===== src/rtl/btn_pkg.sv =====
`default_nettype none
// btn_pkg: shared state encoding and timer sizing for the button/LED pulse blocks.
// Revision: 1.0
package btn_pkg;

  typedef enum logic [1:0] {
    IDLE = 2'd0,
    ON   = 2'd1,
    GAP  = 2'd2
  } state_t;

  // Wide enough to hold the larger of the two phase lengths.
  function automatic int tmr_width(input int on_cycles, input int off_cycles);
    int longest;
    longest = (on_cycles > off_cycles) ? on_cycles : off_cycles;
    return $clog2(longest + 1);
  endfunction

endpackage
`default_nettype wire


===== src/rtl/sat_counter.sv =====
`default_nettype none
// sat_counter: up/down counter that saturates at MAX and flags a dropped increment.
// Revision: 1.0
module sat_counter #(
  parameter int MAX   = 3,
  parameter int WIDTH = $clog2(MAX + 1)
) (
  input  logic             clk,
  input  logic             rst,
  input  logic             inc,
  input  logic             dec,
  output logic [WIDTH-1:0] count,
  output logic             ovf
);

  localparam logic [WIDTH-1:0] MAX_VAL = WIDTH'(MAX);
  localparam logic [WIDTH-1:0] ONE     = WIDTH'(1);

  always_ff @(posedge clk) begin
    if (rst) begin
      count <= '0;
      ovf   <= 1'b0;
    end else begin
      ovf <= 1'b0;
      // Simultaneous inc and dec cancel, so a full counter never overflows on a consume cycle.
      if (inc && !dec) begin
        if (count == MAX_VAL) begin
          ovf <= 1'b1;
        end else begin
          count <= count + ONE;
        end
      end else if (dec && !inc && (count != '0)) begin
        count <= count - ONE;
      end
    end
  end

endmodule
`default_nettype wire


===== src/rtl/btn_led_pulser.sv =====
`default_nettype none
// btn_led_pulser: stretches single-cycle events into fixed LED pulses with a dark gap,
// queueing events that arrive mid-pulse. Revision: 1.0
module btn_led_pulser
  import btn_pkg::*;
#(
  parameter int ON_CYCLES  = 20,
  parameter int OFF_CYCLES = 10,
  parameter int MAX_PEND   = 3
) (
  input  logic clk,
  input  logic rst,
  input  logic evt,
  output logic led,
  output logic busy,
  output logic ovf
);

  localparam int TMR_W  = tmr_width(ON_CYCLES, OFF_CYCLES);
  localparam int PEND_W = $clog2(MAX_PEND + 1);

  localparam logic [TMR_W-1:0] ON_LOAD  = TMR_W'(ON_CYCLES - 1);
  localparam logic [TMR_W-1:0] OFF_LOAD = TMR_W'(OFF_CYCLES - 1);
  localparam logic [TMR_W-1:0] TMR_ONE  = TMR_W'(1);

  state_t            state;
  state_t            state_next;
  logic [TMR_W-1:0]  tmr;
  logic [TMR_W-1:0]  tmr_next;
  logic [PEND_W-1:0] pend;
  logic              pend_inc;
  logic              pend_dec;

  always_comb begin
    state_next = state;
    tmr_next   = tmr;
    pend_inc   = 1'b0;
    pend_dec   = 1'b0;
    case (state)
      IDLE: begin
        if (evt) begin
          state_next = ON;
          tmr_next   = ON_LOAD;
        end
      end
      ON: begin
        pend_inc = evt;
        if (tmr == '0) begin
          state_next = GAP;
          tmr_next   = OFF_LOAD;
        end else begin
          tmr_next = tmr - TMR_ONE;
        end
      end
      GAP: begin
        pend_inc = evt;
        if (tmr == '0) begin
          // A live event here is consumed directly: inc and dec cancel in the counter.
          if ((pend != '0) || evt) begin
            state_next = ON;
            tmr_next   = ON_LOAD;
            pend_dec   = 1'b1;
          end else begin
            state_next = IDLE;
          end
        end else begin
          tmr_next = tmr - TMR_ONE;
        end
      end
      default: begin
        state_next = IDLE;
        tmr_next   = '0;
      end
    endcase
  end

  always_ff @(posedge clk) begin
    if (rst) begin
      state <= IDLE;
      tmr   <= '0;
      led   <= 1'b0;
      busy  <= 1'b0;
    end else begin
      state <= state_next;
      tmr   <= tmr_next;
      led   <= (state_next == ON);
      busy  <= (state_next != IDLE);
    end
  end

  sat_counter #(
    .MAX   (MAX_PEND),
    .WIDTH (PEND_W)
  ) u_pend (
    .clk   (clk),
    .rst   (rst),
    .inc   (pend_inc),
    .dec   (pend_dec),
    .count (pend),
    .ovf   (ovf)
  );

endmodule
`default_nettype wire


===== config.mk =====
export PLATFORM = sky130hd
export DESIGN_NAME = btn_led_pulser
export DESIGN_NICKNAME = d
export VERILOG_FILES = /design/src/rtl/btn_pkg.sv /design/src/rtl/sat_counter.sv /design/src/rtl/btn_led_pulser.sv
export SDC_FILE = /design/constraint.sdc
export NUM_CORES = 1
export LEC_CHECK = 0
export ABC_CLOCK_PERIOD_IN_PS = 2200
export CORE_ASPECT_RATIO = 1.75
export CORE_MARGIN = 2
export CORE_UTILIZATION = 25
export CTS_CLUSTER_SIZE = 8
export DETAILED_ROUTE_END_ITERATION = 6
export DONT_BUFFER_PORTS = 1
export GPL_TIMING_DRIVEN = 0
export SLEW_MARGIN = 20
export SYNTH_ARGS = -nofsm -noshare
export SYNTH_HDL_FRONTEND = slang
export SYNTH_SLANG_ARGS = --single-unit

===== constraint.sdc =====
create_clock -name clk -period 2.2 [get_ports clk]
set_input_delay 0.44 -clock clk [delete_from_list [all_inputs] [get_ports clk]]
set_output_delay 0.44 -clock clk [all_outputs]
set_load 0.01 [all_outputs]

==> flow_summary_export.csv, run 1 <==
group,metric,value,unit
critical_path,start_kind,"flop",
clock_tree,holdBufCountCts,0,
die,rows,25,
final_layout,n_fill_cell,304,
power,p_leak,0.000305,uW
global_route,grt_pass1_vias,584,
logic_synthesis,synthCells,81,
die,io-pin-count,6,
logic_synthesis,syn_avg_cell_area,8.73,um^2
final_layout,area.growth.synth_to_final,12.6,%
final_layout,stdcell_count,112,
logic_synthesis,ys_warn_count,0,
route,firstDrtPassIters,2,
critical_path,path_cells,"inv_1 -> ha_1 -> nor2b_1 -> a31oi_1 -> nor2_1 -> a32o_1",
final_layout,seq_area,240,um^2
route,vias,591,
die,core-area,0.00269,mm^2
power,p_sw_frac,0.313,
timing,fin_skew,0.00611,ns
route,wl_per_cell,12.3,um
timing,fin_crit_sh,0.834,
critical_path,crit_path_max_fanout,5,
die,die_w,44.2,um
critical_path,arrival,1.97,ns
route,vias_per_cell,5.28,
clock_tree,insertion_delay,0.24,ns
die,die_area,0.00329,mm^2
critical_path,cp.required,2.33,ns
logic_synthesis,yosysSeqAreaShare,0.340,
outcome,status,"complete, no violations",
critical_path,cp_top_family,"compound AO/OA/AOI/OAI gates",
route,drtAntennaViolNets,0,
final_layout,num_antenna_cells,0,
final_layout,fin_area,796,um^2
critical_path,crit_buf_inv,1,
timing,fin_setup_tns,0,ns
critical_path,slowest_stage,"a31oi_1",
place,portBuffers,0,
final_layout,layout_commonest_cell,"dfxtp_1",
timing,final-setup-viol-count,0,
global_route,grt_max_degree,11,
place,post-place-cells,108,
global_route,grt_pass1_wl,2350,um
timing,min_period,1.83,ns
clock_tree,path_clk_slew,0.05,ns
timing,tightest_slew,0.458,ns
die,initial_core_util,0.263,
timing,rsz0062_at_grt,"false",
logic_synthesis,synth_cell_types,34,
timing,drv_slew,0,
die,die_y,74.3,um
power,cellPowerDensity,908,mW/mm^2
power,power_frac_comb,0.295,
logic_synthesis,ys_ff_latch,12,
final_layout,fin_nets,94,
place,routabilityCongestion,0.787,
place,post_dp_cell_area,741,um^2
place,dp_hpwl,1120,um
final_layout,drive_above_1_share,0.129,
timing,slew_headroom,0.693,
clock_tree,ctsResizeCount,0,
hold_path,min_path_type,"in2reg",
clock_tree,cts_root_buffer,"clkbuf_8",
power,peakVddDrop,0.404,mV
final_layout,mostFrequentLayoutCells,"dfxtp_1 (12), a21oi_1 (6)",
route,drt-total-wl,1380,um
global_route,antenna_found_initial,0,
global_route,gr-total-overflow,0,
job,maxCapViolations,0,
route,drc,0,
critical_path,path_class,"reg2reg",
power,clkPwrFrac,0.329,
timing,final_hold_viol_count,0,
clock_tree,cts_sinks,12,
clock_tree,cts_tree,"built",
timing,fmax,545,MHz
clock_tree,cts_buffers,3,
critical_path,endpoint_kind,"flop",
power,power.internal,497,uW
clock_tree,clock_path_buffers,2,
logic_synthesis,syn_nets,89,
route,drtIter0Drc,22,
clock_tree,cts_setup_buffers,0,
logic_synthesis,netlist_area,707,um^2
clock_tree,ctsHtreeMaxLevel,1,
global_route,track_usage,0.0973,
power,p_sw,226,uW
critical_path,slowest_delay,0.42,ns
final_layout,multi_input_area,433,um^2
power,power_frac_seq,0.376,
-- sequential cells by signal, indices dropped and copies added (netlist names) --
signal and count:
tmr 5, busy 1, u_pend.ovf 1, state 2, u_pend.count 2, led 1
-- Yosys cell counts (all sizes together) --
master    n  area [um^2]
nor3      3         15.0
a211oi    2         27.5
nand2     5         18.8
dfxtp    12          240
a21o      1         8.76
or2       1         6.26
nor3b     3         27.5
nand2b    2         12.5
nor2      5         21.3
a21oi     6         30.0
o32ai     1         8.76
nand3b    2         15.0
nor2b     3         18.8
o2bb2ai   2         17.5
nor4      2         18.8
o22ai     1         6.26
and3      2         12.5
inv       5         18.8
nand3     5         25.0
o21ai     3         15.0
o21a      1         7.51
ha        5         62.6
or3       1         6.26
xnor2     1         8.76
a31oi     2         12.5
a221o     1         10.0
clkbuf    1         3.75
or4b      1         10.0
buf       1         11.3
a32o      1         10.0
-- stage by stage --
stage	hold WS [ns]	total power [uW]	setup WS (ns)	utilization
global route	0.431	764	0.229	0.296
global placement	0.488	485	0.393	0.275
detailed placement	0.488	489	0.382	0.275
finish	0.436	723	0.366	0.296
CTS	0.428	726	0.367	0.296
floorplan	0.455	449	0.485	-
-- layout make-up --
type,instances,share of cell area
multi-input cells,62,0.544
well taps,27,0.0425
plain buffers,2,0.0189
flip-flops and latches,12,0.302
inverters,5,0.0236
clock buffers,4,0.0692
-- metal layers --
metal | up-vias | share of wire | GRT usage
met5 | - | 0 | 0
li1 | 300 | - | -
met4 | 0 | 0.046 | 0.0808
met2 | 8 | 0.55 | 0.175
met1 | 276 | 0.38 | 0.0919
met3 | 7 | 0.017 | 0.0170
-- power by group through the flow --
stage               clock (uW)  combinational (uW)  sequential [uW]
global route               250                 238              276
CTS                        241                 212              273
detailed placement           0                 212              277
global placement             0                 208              277
floorplan                    0                 179              270
finish                     238                 213              272
-- path summary, 6_finish.rpt --
kind | to | from | depth (start not counted) | slack, ns
setup / recovery | tmr[3] | state[0] | 6 | 0.37
hold / removal | u_pend.count[1] | rst | 2 | 0.44
setup reg to reg | tmr[3] | state[0] | 6 | 0.37
hold reg to reg | tmr[1] | tmr[1] | 1 | 0.49
-- kinds of logic (layout without fill, tap and decap cells) --
kind of cell,Yosys count,in the layout,share of synthesized area
DFF,12,12,0.340
xor gates and xnor gates,1,1,0.0124
and+or+nand+nor,35,35,0.294
AOI/OAI and AO/OA,21,21,0.218
adders and majority gates,5,5,0.0885
buffers and inverters,7,11,0.0478
No activity file was read; power rests on OpenSTA's default activity.
==> run 2, diff against run 1 <==
--- a/config.mk
+++ b/config.mk
@@ -5,7 +5,8 @@
 export SDC_FILE = /design/constraint.sdc
 export NUM_CORES = 1
 export LEC_CHECK = 0
-export ABC_CLOCK_PERIOD_IN_PS = 2200
+export ABC_AREA = 1
+export ABC_CLOCK_PERIOD_IN_PS = 1760
 export CORE_ASPECT_RATIO = 1.75
 export CORE_MARGIN = 2
 export CORE_UTILIZATION = 25
==> constraint.sdc (replaced) <==
create_clock -name clk -period 1.76 [get_ports clk]
set_input_delay 0.352 -clock clk [delete_from_list [all_inputs] [get_ports clk]]
set_output_delay 0.352 -clock clk [all_outputs]
set_load 0.01 [all_outputs]
==> run 2 against run 1 <==
Fmax grew 22%. Sequential share of layout area fell by 2.0 points. Worst setup slack got worse by 0.11 ns. Via count grew 19%. Critical endpoint is now tmr[0]. Largest power group is now combinational logic.
==> flow_summary_export.csv, run 2 <==
group,metric,value,unit
outcome,status,"complete, no violations",
logic_synthesis,synth-async-reset-ratio,0,
critical_path,crit_path_max_fanout,5,
die,io-pin-count,6,
place,dp_hpwl,1330,um
place,portBuffers,0,
die,die_area,0.00353,mm^2
power,p_sw_frac,0.400,
logic_synthesis,synth_area_leaders,"dfxtp_1 (31%), nand2_1 (13%), nand3_1 (11%)",
final_layout,mostFrequentLayoutCells,"nand2_1 (27), inv_1 (19), nand3_1 (17), dfxtp_1 (12), nor2_1 (9)",
final_layout,num_antenna_cells,0,
route,vias_per_cell,4.82,
logic_synthesis,synth_top_area_frac,0.315,
logic_synthesis,netlist_area,763,um^2
route,vias,703,
clock_tree,cts_setup_buffers,0,
critical_path,path_cells,"inv_1 -> ha_1 -> inv_1 -> nor2_1 -> inv_1 -> nand3_2 -> inv_2 -> nand2_1 -> a21oi_1",
critical_path,rr_worst_depth,9,
power,p_leak,0.000417,uW
global_route,gr-total-overflow,0,
critical_path,path_class,"reg2reg",
clock_tree,cts_tree,"built",
die,initial_core_util,0.261,
global_route,grt_pass1_wl,2810,um
timing,fin_crit_sh,0.854,
final_layout,drive_above_1_share,0.119,
global_route,grt_max_degree,10,
logic_synthesis,synth_cell_types,17,
power,p_sw,470,uW
power,peakVddDrop,0.548,mV
timing,min_period,1.50,ns
global_route,track_usage,0.105,
timing,fmax,665,MHz
route,drtIter0Drc,17,
clock_tree,holdBufCountCts,0,
logic_synthesis,synth_edf_count,0,
die,core-area,0.00293,mm^2
timing,final_hold_viol_count,0,
logic_synthesis,synth-main-ff-cell,"dfxtp_1",
logic_synthesis,netlist_top_cells_count,"nand2_1 (27), inv_1 (19), nand3_1 (17)",
route,drc,0,
critical_path,regToRegStartpoint,"state[0]",
logic_synthesis,syn_nets,122,
final_layout,layout_commonest_cell,"nand2_1",
final_layout,fin_nets,127,
power,power_frac_seq,0.332,
route,drtAntennaViolNets,0,
timing,final-setup-viol-count,0,
timing,holdWs,0.172,ns
logic_synthesis,ys_warn_count,0,
critical_path,slowest_delay,0.40,ns
global_route,antenna_found_initial,0,
timing,fin_skew,0.00133,ns
logic_synthesis,syn_avg_cell_area,6.70,um^2
hold_path,min_path_cells,1,
power,clkPwrFrac,0.257,
clock_tree,ctsResizeCount,0,
clock_tree,ctsHtreeMaxLevel,1,
final_layout,n_fill_cell,331,
clock_tree,cts_root_buffer,"clkbuf_8",
power,power.internal,705,uW
critical_path,endpoint_kind,"flop",
die,die_w,45.8,um
power,cellPowerDensity,1380,mW/mm^2
clock_tree,path_clk_slew,0.05,ns
power,power_frac_comb,0.411,
route,firstDrtPassIters,4,
hold_path,min_to,"tmr[0]",
hold_path,min_path_type,"in2reg",
route,drt-total-wl,1580,um
final_layout,largest_register,"tmr",
critical_path,start_kind,"flop",
die,die_y,77.1,um
die,rows,26,
clock_tree,clock_path_buffers,2,
timing,rsz0062_at_grt,"false",
final_layout,seq_area,240,um^2
critical_path,slowest_stage,"dfxtp_1",
final_layout,area.growth.synth_to_final,11.8,%
clock_tree,cts_sinks,12,
clock_tree,cts_buffers,3,
critical_path,cp.required,1.94,ns
final_layout,largest_reg_flops,5,
timing,slew_headroom,0.805,
timing,tightest_slew,0.292,ns
route,wl_per_cell,10.8,um
logic_synthesis,yosys.area.top_type,"dfxtp_1",
critical_path,crit_path_frequent_cell,"inv_1",
logic_synthesis,yosysSeqAreaShare,0.315,
critical_path,arrival,1.68,ns
critical_path,worstReg2RegEnd,"tmr[0]",
critical_path,r2r_slack,0.26,ns
hold_path,hp-start,"rst",
timing,fin_setup_tns,0,ns
timing,drv_slew,0,
place,routabilityCongestion,0.821,
final_layout,multi_input_area,444,um^2
final_layout,reg_top3,"tmr (5), state (2), u_pend.count (2)",
global_route,grt_pass1_vias,688,
logic_synthesis,ys_ff_latch,12,
logic_synthesis,synthCells,114,
job,maxCapViolations,0,
clock_tree,insertion_delay,0.24,ns
logic_synthesis,yosysMostFrequentCell,"nand2_1",
-- run 2: cell families after synthesis --
logic type	count (synthesis)	share of synthesized area
AO/OA/AOI/OAI	12	0.0787
XOR/XNOR	1	0.0115
buffers and inverters	21	0.103
AND/OR/NAND/NOR	63	0.410
adder cells (fa/ha/maj)	5	0.0820
flip-flops	12	0.315
-- run 2: layout make-up --
type | count | share of cell area
Clock buffer | 4 | 0.0645
Sequential cell | 12 | 0.282
Inverter | 21 | 0.0924
Multi-Input combinational cell | 81 | 0.521
Tap cell | 28 | 0.0411
-- run 2: stage by stage --
step                worst slack, ns  power (uW)  std cells   util  instance area [um^2]
floorplan                     0.463         787        114      -                   763
global placement              0.308         869        142  0.273                   798
detailed placement            0.268         882        142  0.273                   798
CTS                           0.243        1180        146  0.291                   853
global route                  0.110        1280        146  0.291                   853
finish                        0.257        1170        146  0.291                   853
-- run 2: power by group through the flow --
stage	combinational, uW	clock [uW]	sequential (uW)
2_1_floorplan	403	0	384
3_3_place_gp	473	0	397
3_5_place_dp	485	0	397
4_1_cts	489	303	391
5_1_grt	559	320	399
6_report	483	302	389
-- run 2: worst max path at each step --
| stage | depth (start not counted) | end | slack, ns | start |
|---|---|---|---|---|
| after floorplan | 8 | u_pend.count[0] | 0.46 | tmr[0] |
| after CTS | 9 | tmr[0] | 0.24 | state[0] |
| after global routing | 9 | tmr[0] | 0.11 | state[0] |
| final | 9 | tmr[0] | 0.26 | state[0] |
| after global placement | 9 | tmr[4] | 0.31 | state[0] |
| after detailed placement | 9 | tmr[0] | 0.27 | state[0] |
-- run 2: critical path: cells and delay by family (launching register included) --
| kind | cells | cell delay [ns] |
|---|---|---|
| AOI/OAI and AO/OA | 1 | 0.10 |
| adders and majority gates | 1 | 0.21 |
| and+or+nand+nor | 3 | 0.26 |
| buffers and inverters | 4 | 0.48 |
| DFF | 1 | 0.40 |
-- run 2: metal layers --
metal	GRT usage	wire [um]	share of wire
met5	0	0	0
met4	0.0629	54	0.034
met3	0.0235	42	0.027
met2	0.187	905	0.57
met1	0.101	582	0.37
